==> config.mk <==
export PLATFORM = sky130hd
export DESIGN_NAME = mcash_xbar_grant_monitor
export DESIGN_NICKNAME = d
export VERILOG_FILES = /design/src/rtl/mcash_xbar_grant_monitor.sv
export SDC_FILE = /design/constraint.sdc
export NUM_CORES = 1
export LEC_CHECK = 0
export BUFFER_PORTS_ARGS = -buffer_cell sky130_fd_sc_hd__buf_2
export CELL_PAD_IN_SITES_DETAIL_PLACEMENT = 1
export CELL_PAD_IN_SITES_GLOBAL_PLACEMENT = 1
export CORE_ASPECT_RATIO = 0.7
export CORE_UTILIZATION = 53
export CTS_CLUSTER_SIZE = 8
export DETAILED_ROUTE_END_ITERATION = 6
export PLACE_DENSITY = 0.91
export SLEW_MARGIN = 20
export SYNTH_ARGS = -nofsm -noshare
export SYNTH_HDL_FRONTEND = slang
export SYNTH_SLANG_ARGS = --single-unit
==> constraint.sdc <==
create_clock -name clk -period 6.86 [get_ports clk]
set_input_delay 0.686 -clock clk [delete_from_list [all_inputs] [get_ports clk]]
set_output_delay 0.686 -clock clk [all_outputs]
set_load 0.01 [all_outputs]
==> src/rtl/mcash_xbar_grant_monitor.sv <==
// -----------------------------------------------------------------------------
// mcash_xbar_grant_monitor
//
// Watches every bank arbiter of the mcash cross-bar core. It does four things:
//   - keeps a saturating grant counter for each (bank, channel) pair
//   - streams timestamped grant snapshots through a valid/ready trace FIFO
//   - raises sticky starvation flags for each (bank, channel) pair
//   - raises a sticky flag when a bank shows more than one grant in a cycle
//
// Optional feature macro: MCASH_XBAR_MON_STARVE_EN
//   defined     : wait counters, starve_flag and the starvation term of
//                 mon_irq are built.
//   not defined : no wait counters, starve_flag is tied to 0, and mon_irq is
//                 the registered grant_err only.
//
// Ports
//   clk, rst_n     : clock and asynchronous active-low reset
//   mon_en         : enables tracing and grant counting
//   clr            : synchronous clear of the grant counters, the drop count,
//                    the wait counters and the sticky flags
//   bank_ch_req    : request bits, index b*NUM_CH+c
//   bank_ch_grant  : grant bits, same indexing as bank_ch_req
//   bank_entry_id  : entry ID per bank, valid together with its grant
//   trc_valid      : trace FIFO output valid (FIFO is non-empty)
//   trc_ready      : trace consumer ready; a pop is trc_valid && trc_ready
//   trc_data       : {timestamp, grant vector, entry IDs}, MSB to LSB
//   trc_drop_cnt   : number of snapshots lost to a full FIFO (saturating)
//   cnt_sel        : selects the grant counter to read
//   cnt_rd_data    : registered value of the selected grant counter
//   starve_flag    : sticky starvation flags, one per (bank, channel)
//   grant_err      : sticky flag, set when a bank has >1 grant in a cycle
//   mon_irq        : registered OR of starve_flag and grant_err
// -----------------------------------------------------------------------------
module mcash_xbar_grant_monitor #(
    parameter int NUM_CH       = 3,
    parameter int NUM_BANK     = 4,
    parameter int ENTRY_ID_W   = 4,
    parameter int FIFO_DEPTH   = 16,
    parameter int TS_W         = 16,
    parameter int CNT_W        = 16,
    parameter int STARVE_LIMIT = 64
) (
    input  logic                                               clk,
    input  logic                                               rst_n,
    input  logic                                               mon_en,
    input  logic                                               clr,
    input  logic [NUM_BANK*NUM_CH-1:0]                         bank_ch_req,
    input  logic [NUM_BANK*NUM_CH-1:0]                         bank_ch_grant,
    input  logic [NUM_BANK*ENTRY_ID_W-1:0]                     bank_entry_id,
    output logic                                               trc_valid,
    input  logic                                               trc_ready,
    output logic [TS_W+NUM_BANK*NUM_CH+NUM_BANK*ENTRY_ID_W-1:0] trc_data,
    output logic [CNT_W-1:0]                                   trc_drop_cnt,
    input  logic [$clog2(NUM_BANK*NUM_CH):0]                   cnt_sel,
    output logic [CNT_W-1:0]                                   cnt_rd_data,
    output logic [NUM_BANK*NUM_CH-1:0]                         starve_flag,
    output logic                                               grant_err,
    output logic                                               mon_irq
);

    localparam int NP   = NUM_BANK * NUM_CH;
    localparam int DW   = TS_W + NP + NUM_BANK * ENTRY_ID_W;
    localparam int AW   = $clog2(FIFO_DEPTH);
    localparam int SELW = $clog2(NP) + 1;
    localparam logic [CNT_W-1:0] CNT_MAX = '1;

    // -------------------------------------------------------------------------
    // Free-running timestamp
    // -------------------------------------------------------------------------
    logic [TS_W-1:0] ts_reg;

    always_ff @(posedge clk or negedge rst_n) begin
        if (!rst_n) begin
            ts_reg <= '0;
        end else begin
            ts_reg <= ts_reg + TS_W'(1);
        end
    end

    // -------------------------------------------------------------------------
    // Snapshot capture stage. The snapshot is registered first and written
    // into the FIFO on the following edge. This keeps the tap off the arbiter
    // timing paths, and it is why trc_valid rises one edge after the grant.
    // -------------------------------------------------------------------------
    logic          snap_vld_reg;
    logic [DW-1:0] snap_data_reg;

    always_ff @(posedge clk or negedge rst_n) begin
        if (!rst_n) begin
            snap_vld_reg  <= 1'b0;
            snap_data_reg <= '0;
        end else begin
            snap_vld_reg  <= mon_en && (|bank_ch_grant);
            snap_data_reg <= {ts_reg, bank_ch_grant, bank_entry_id};
        end
    end

    // -------------------------------------------------------------------------
    // Trace FIFO: array storage with a registered head. trc_data_reg always
    // holds the entry at the next read pointer. A write into an empty FIFO
    // bypasses straight into the head register.
    // -------------------------------------------------------------------------
    logic [DW-1:0] fifo_mem [FIFO_DEPTH];
    logic [AW-1:0] wr_ptr_reg;
    logic [AW-1:0] rd_ptr_reg;
    logic [AW-1:0] rd_ptr_next;
    logic [AW:0]   count_reg;
    logic [AW:0]   count_next;
    logic          trc_valid_reg;
    logic [DW-1:0] trc_data_reg;
    logic [DW-1:0] head_next;
    logic          pop;
    logic          fifo_full;
    logic          push_ok;
    logic          push_drop;

    always_comb begin
        pop         = trc_valid_reg && trc_ready;
        fifo_full   = (count_reg == (AW+1)'(FIFO_DEPTH));
        // A full FIFO still accepts a push when the head leaves in the same cycle
        push_ok     = snap_vld_reg && (!fifo_full || pop);
        push_drop   = snap_vld_reg && fifo_full && !pop;
        rd_ptr_next = rd_ptr_reg + AW'(pop);
        count_next  = count_reg + (AW+1)'(push_ok) - (AW+1)'(pop);
        // The write slot can equal the next head slot only when the FIFO is
        // about to be empty. In that case the entry being written becomes the
        // new head.
        if (push_ok && (wr_ptr_reg == rd_ptr_next)) begin
            head_next = snap_data_reg;
        end else begin
            head_next = fifo_mem[rd_ptr_next];
        end
    end

    always_ff @(posedge clk) begin
        if (push_ok) begin
            fifo_mem[wr_ptr_reg] <= snap_data_reg;
        end
    end

    always_ff @(posedge clk or negedge rst_n) begin
        if (!rst_n) begin
            wr_ptr_reg    <= '0;
            rd_ptr_reg    <= '0;
            count_reg     <= '0;
            trc_valid_reg <= 1'b0;
            trc_data_reg  <= '0;
        end else begin
            if (push_ok) begin
                wr_ptr_reg <= wr_ptr_reg + AW'(1);
            end
            rd_ptr_reg    <= rd_ptr_next;
            count_reg     <= count_next;
            trc_valid_reg <= (count_next != '0);
            if (count_next != '0) begin
                trc_data_reg <= head_next;
            end
        end
    end

    // -------------------------------------------------------------------------
    // Drop counter
    // -------------------------------------------------------------------------
    logic [CNT_W-1:0] drop_cnt_reg;

    always_ff @(posedge clk or negedge rst_n) begin
        if (!rst_n) begin
            drop_cnt_reg <= '0;
        end else if (clr) begin
            drop_cnt_reg <= '0;
        end else if (push_drop && (drop_cnt_reg != CNT_MAX)) begin
            drop_cnt_reg <= drop_cnt_reg + CNT_W'(1);
        end
    end

    // -------------------------------------------------------------------------
    // Per-pair grant counters and the registered read port
    // -------------------------------------------------------------------------
    logic [NP*CNT_W-1:0] cnt_flat;
    logic [CNT_W-1:0]    rd_sel_val;
    logic [CNT_W-1:0]    cnt_rd_reg;

    for (genvar gi = 0; gi < NP; gi++) begin : g_cnt
        logic [CNT_W-1:0] cnt_reg;

        always_ff @(posedge clk or negedge rst_n) begin
            if (!rst_n) begin
                cnt_reg <= '0;
            end else if (clr) begin
                cnt_reg <= '0;
            end else if (mon_en && bank_ch_grant[gi] && (cnt_reg != CNT_MAX)) begin
                cnt_reg <= cnt_reg + CNT_W'(1);
            end
        end

        assign cnt_flat[gi*CNT_W +: CNT_W] = cnt_reg;
    end

    // Out-of-range selects match no entry and so read 0
    always_comb begin
        rd_sel_val = '0;
        for (int i = 0; i < NP; i++) begin
            if (cnt_sel == SELW'(i)) begin
                rd_sel_val = cnt_flat[i*CNT_W +: CNT_W];
            end
        end
    end

    always_ff @(posedge clk or negedge rst_n) begin
        if (!rst_n) begin
            cnt_rd_reg <= '0;
        end else begin
            cnt_rd_reg <= rd_sel_val;
        end
    end

    // -------------------------------------------------------------------------
    // Multi-grant detection. g & (g - 1) is non-zero exactly when more than
    // one bit of g is set.
    // -------------------------------------------------------------------------
    logic [NUM_BANK-1:0] bank_multi;
    logic                grant_err_reg;

    for (genvar gi = 0; gi < NUM_BANK; gi++) begin : g_bank
        logic [NUM_CH-1:0] bank_grant;
        assign bank_grant     = bank_ch_grant[gi*NUM_CH +: NUM_CH];
        assign bank_multi[gi] = |(bank_grant & (bank_grant - NUM_CH'(1)));
    end

    always_ff @(posedge clk or negedge rst_n) begin
        if (!rst_n) begin
            grant_err_reg <= 1'b0;
        end else if (clr) begin
            grant_err_reg <= 1'b0;
        end else if (|bank_multi) begin
            grant_err_reg <= 1'b1;
        end
    end

    // -------------------------------------------------------------------------
    // Starvation tracking and interrupt
    // -------------------------------------------------------------------------
    logic [NP-1:0] starve_vec;
    logic          mon_irq_reg;

`ifdef MCASH_XBAR_MON_STARVE_EN
    localparam int WAIT_W = $clog2(STARVE_LIMIT + 1);

    for (genvar gi = 0; gi < NP; gi++) begin : g_starve
        logic [WAIT_W-1:0] wait_reg;
        logic              flag_reg;
        logic              starving;

        assign starving = bank_ch_req[gi] && !bank_ch_grant[gi];

        // The wait count stops at the limit. The flag is set on the edge
        // that brings the count to the limit.
        always_ff @(posedge clk or negedge rst_n) begin
            if (!rst_n) begin
                wait_reg <= '0;
                flag_reg <= 1'b0;
            end else if (clr) begin
                wait_reg <= '0;
                flag_reg <= 1'b0;
            end else if (starving) begin
                if (wait_reg != WAIT_W'(STARVE_LIMIT)) begin
                    wait_reg <= wait_reg + WAIT_W'(1);
                end
                if (wait_reg == WAIT_W'(STARVE_LIMIT - 1)) begin
                    flag_reg <= 1'b1;
                end
            end else begin
                wait_reg <= '0;
            end
        end

        assign starve_vec[gi] = flag_reg;
    end

    always_ff @(posedge clk or negedge rst_n) begin
        if (!rst_n) begin
            mon_irq_reg <= 1'b0;
        end else begin
            mon_irq_reg <= (|starve_vec) | grant_err_reg;
        end
    end
`else
    // No starvation logic in this build. The request bits and the limit are
    // intentionally unused here.
    logic starve_unused;
    assign starve_unused = (^bank_ch_req) ^ (STARVE_LIMIT == 0);
    assign starve_vec    = '0;

    always_ff @(posedge clk or negedge rst_n) begin
        if (!rst_n) begin
            mon_irq_reg <= 1'b0;
        end else begin
            mon_irq_reg <= grant_err_reg;
        end
    end
`endif

    // -------------------------------------------------------------------------
    // Outputs
    // -------------------------------------------------------------------------
    assign trc_valid    = trc_valid_reg;
    assign trc_data     = trc_data_reg;
    assign trc_drop_cnt = drop_cnt_reg;
    assign cnt_rd_data  = cnt_rd_reg;
    assign starve_flag  = starve_vec;
    assign grant_err    = grant_err_reg;
    assign mon_irq      = mon_irq_reg;

endmodule

==> run_results.csv <==
group,metric,value,unit
yosys,synthesis.area,45100,um^2
global_route,overflow,0,
sta,slew_headroom,0.207,
setup_path,slowest_stage,"or4_2",
final_layout,drive_gt1_frac,0.202,
global_route,grtUsageTotal,0.334,
global_route,grt_pass1_vias,30500,
placed_design,dp_worst_setup_slack,1.67,ns
detailed_routing,drt-initial-drc-count,3615,
global_route,grt_pass1_wl,209000,um
clocking,clock-sinks,1049,
detailed_routing,vias_per_cell,6.77,
sta,timing.fmax,0.194,GHz
setup_path,path_delay_family,"simple AND/OR/NAND/NOR gates",
placed_design,io_buffers,116,
sta,slew_violations,0,
flow_run,maxCapViolations,0,
setup_path,cp-start-kind,"register",
sta,worst_pin_slew,1.18,ns
die,start_util,0.535,
detailed_routing,m1WireLength,54300,um
sta,fin_crit,5.15,ns
final_layout,syn2layout_area_growth,13.6,%
placed_design,gp_congestion,0.995,
yosys,syn_inst,2895,
detailed_routing,drt-total-wl,142000,um
setup_path,crit_buf_inv,5,
setup_path,crit_type,"register to register",
sta,skew,0.0332,ns
die,die_h,246,um
die,die_w,351,um
detailed_routing,routedWlPerCell,33.1,um
final_layout,fillers,7678,
final_layout,final_common_cell,"edfxtp_1",
detailed_routing,drtPass1Iterations,6,
power,power.leakage,18.2,nW
power,total_power,21.9,mW
global_route,antenna_found_initial,7,
die,die-area,86300,um^2
yosys,synth_sequential_area_ratio,0.660,
setup_path,cp_cell_sequence,"inv_1, ha_1, and4bb_2, a21boi_2, inv_1, ha_1, inv_1, ha_1, inv_1, fa_1, nand2b_1, a21oi_1, xnor2_1, or4_2, buf_4, mux2_2",
detailed_routing,top_layer,"met5",
final_layout,multi_input_area,14600,um^2
clocking,numCtsBuffers,149,
power,irDropWorstVdd,718,uV
detailed_routing,met2WireLength,67900,um
setup_path,end_kind,"register",
final_layout,nets,3129,
placed_design,placed_cell_area,46900,um^2
final_layout,final_cell_area,51300,um^2
clocking,htreeDepth,4,
detailed_routing,drtAntennaViolNets,0,
setup_path,timing.critical_path.mode_cell,"inv_1",
detailed_routing,vias,29100,
outcome,status,"complete, but fails checks",
die,fp-row-count,89,
yosys,ys_types,85,
final_layout,regArea,29800,um^2
setup_path,crit_arrival,5.77,ns
detailed_routing,dr_wl_met3,14000,um
sta,post-route-period-util,0.751,
yosys,ys.flop_type,"edfxtp_1",
sta,finalSetupTns,0,ns
yosys,ys_warn_count,0,
setup_path,crit_fanout,24,
sta,hold_viol,5,
yosys,ys_seq_elements,1049,
yosys,syn_area_per_cell,15.6,um^2
sta,whs,-0.0655,ns
setup_path,required,7.48,ns
die,io_pins,141,
global_route,grt_max_degree,178,
clocking,post_cts_buffers,0,
clocking,cts_hold_buf,0,
placed_design,dp_hpwl,77700,um
setup_path,worst_path_largest_cell_delay,1.06,ns
hold_path,hold_class,"primary input to async pin",
power,powerDensity,427,nW/um^2
die,core-area,84300,um^2
clocking,cts-root-buf,"clkbuf_16",
sta,final.setup.worst_slack,1.71,ns
yosys,synth-async-reset-ratio,0.329,
final_layout,largest_reg_flops,704,
sta,setup_viol,0,
yosys,synth_edf_count,704,
clocking,clk_path_buf_depth,3,
sta,rsz0062_at_grt,"no",
clocking,cts_tree,"built",
clocking,insertion_delay,0.76,ns
outcome,violations,"hold timing",
clocking,cts_resized,0,
final_layout,final_cell_mix,"edfxtp_1, dfrtp_1, nor2_1",
detailed_routing,drcViolationCount,0,
clocking,clkTransAtPathRegs,0.05,ns
[synthesized netlist by cell type, types with 23 or more instances]
library cell	instances	area share
a211oi_1	41	0.0068
a21oi_1	62	0.0069
and3_1	23	0.0032
and4_1	26	0.0050
buf_2	35	0.0039
clkbuf_1	85	0.0071
dfrtp_1	345	0.19
edfxtp_1	704	0.47
ha_1	26	0.0072
inv_1	35	0.0029
mux2_2	82	0.020
mux2i_1	152	0.034
mux4_2	180	0.090
nand2_1	102	0.0085
nand3_1	71	0.0079
nand4_1	54	0.0075
nor2_1	226	0.019
nor3_1	43	0.0048
o21ai_0	46	0.0051
xnor2_1	119	0.023
xor2_1	46	0.0089
[worst paths after layout]
check	startpoint	endpoint	slack, ns	cells past startpoint
max in group asynchronous	rst_n	trc_data[31]$_DFFE_PN0P_	5.37	2
hold / removal	rst_n	snap_data_reg[6]$_DFF_PN0_	-0.07	1
hold reg to reg	ts_reg[14]$_DFF_PN0_	snap_data_reg[42]$_DFF_PN0_	0.45	0
setup reg to reg	count_reg[2]$_DFF_PN0_	trc_data[33]$_DFFE_PN0P_	1.71	16
setup / recovery	count_reg[2]$_DFF_PN0_	trc_data[33]$_DFFE_PN0P_	1.71	16
min in group clk	bank_entry_id[1]	snap_data_reg[1]$_DFF_PN0_	0.04	1
[power breakdown]
group	switching, mW	internal, mW	total (mW)
logic	3.79	3.18	6.98
registers	0.399	7.46	7.86
clock network	2.96	4.08	7.04
[routing by layer]
metal	global-route usage	up-vias
met5	0	-
met4	0.142	2
met3	0.0812	432
met2	0.529	1893
met1	0.443	15200
li1	-	11600
[cell type report]
| type | count | share of cell area |
|---|---|---|
| repair buffers | 157 | 0.0190 |
| inverters | 35 | 0.00256 |
| diodes | 4 | 0.000195 |
| clock buffers | 241 | 0.0799 |
| well taps | 1137 | 0.0278 |
| multi-input cells | 1660 | 0.285 |
| clock inverters | 14 | 0.00466 |
| flip-flops and latches | 1049 | 0.581 |
[kinds of logic (layout without fill, tap and decap cells)]
logic type,Yosys count,after routing,share of synthesized area
flip-flops,1049,1049,0.660
adder cells (fa/ha/maj),27,27,0.00766
buffers and inverters,197,447,0.0207
AND/OR/NAND/NOR,707,707,0.0817
multiplexers,427,427,0.147
other,1,16,0.0000831
XOR/XNOR,167,167,0.0330
AO/OA/AOI/OAI,320,320,0.0494
[per-stage QoR]
stage                     cells   util
after detailed placement   4036  0.556
after global placement     4036  0.556
after CTS                  4291  0.607
after global routing       4296  0.608
final                      4297  0.608
after floorplan            2906      -
Note: power is estimated with default switching activity, not from simulation.
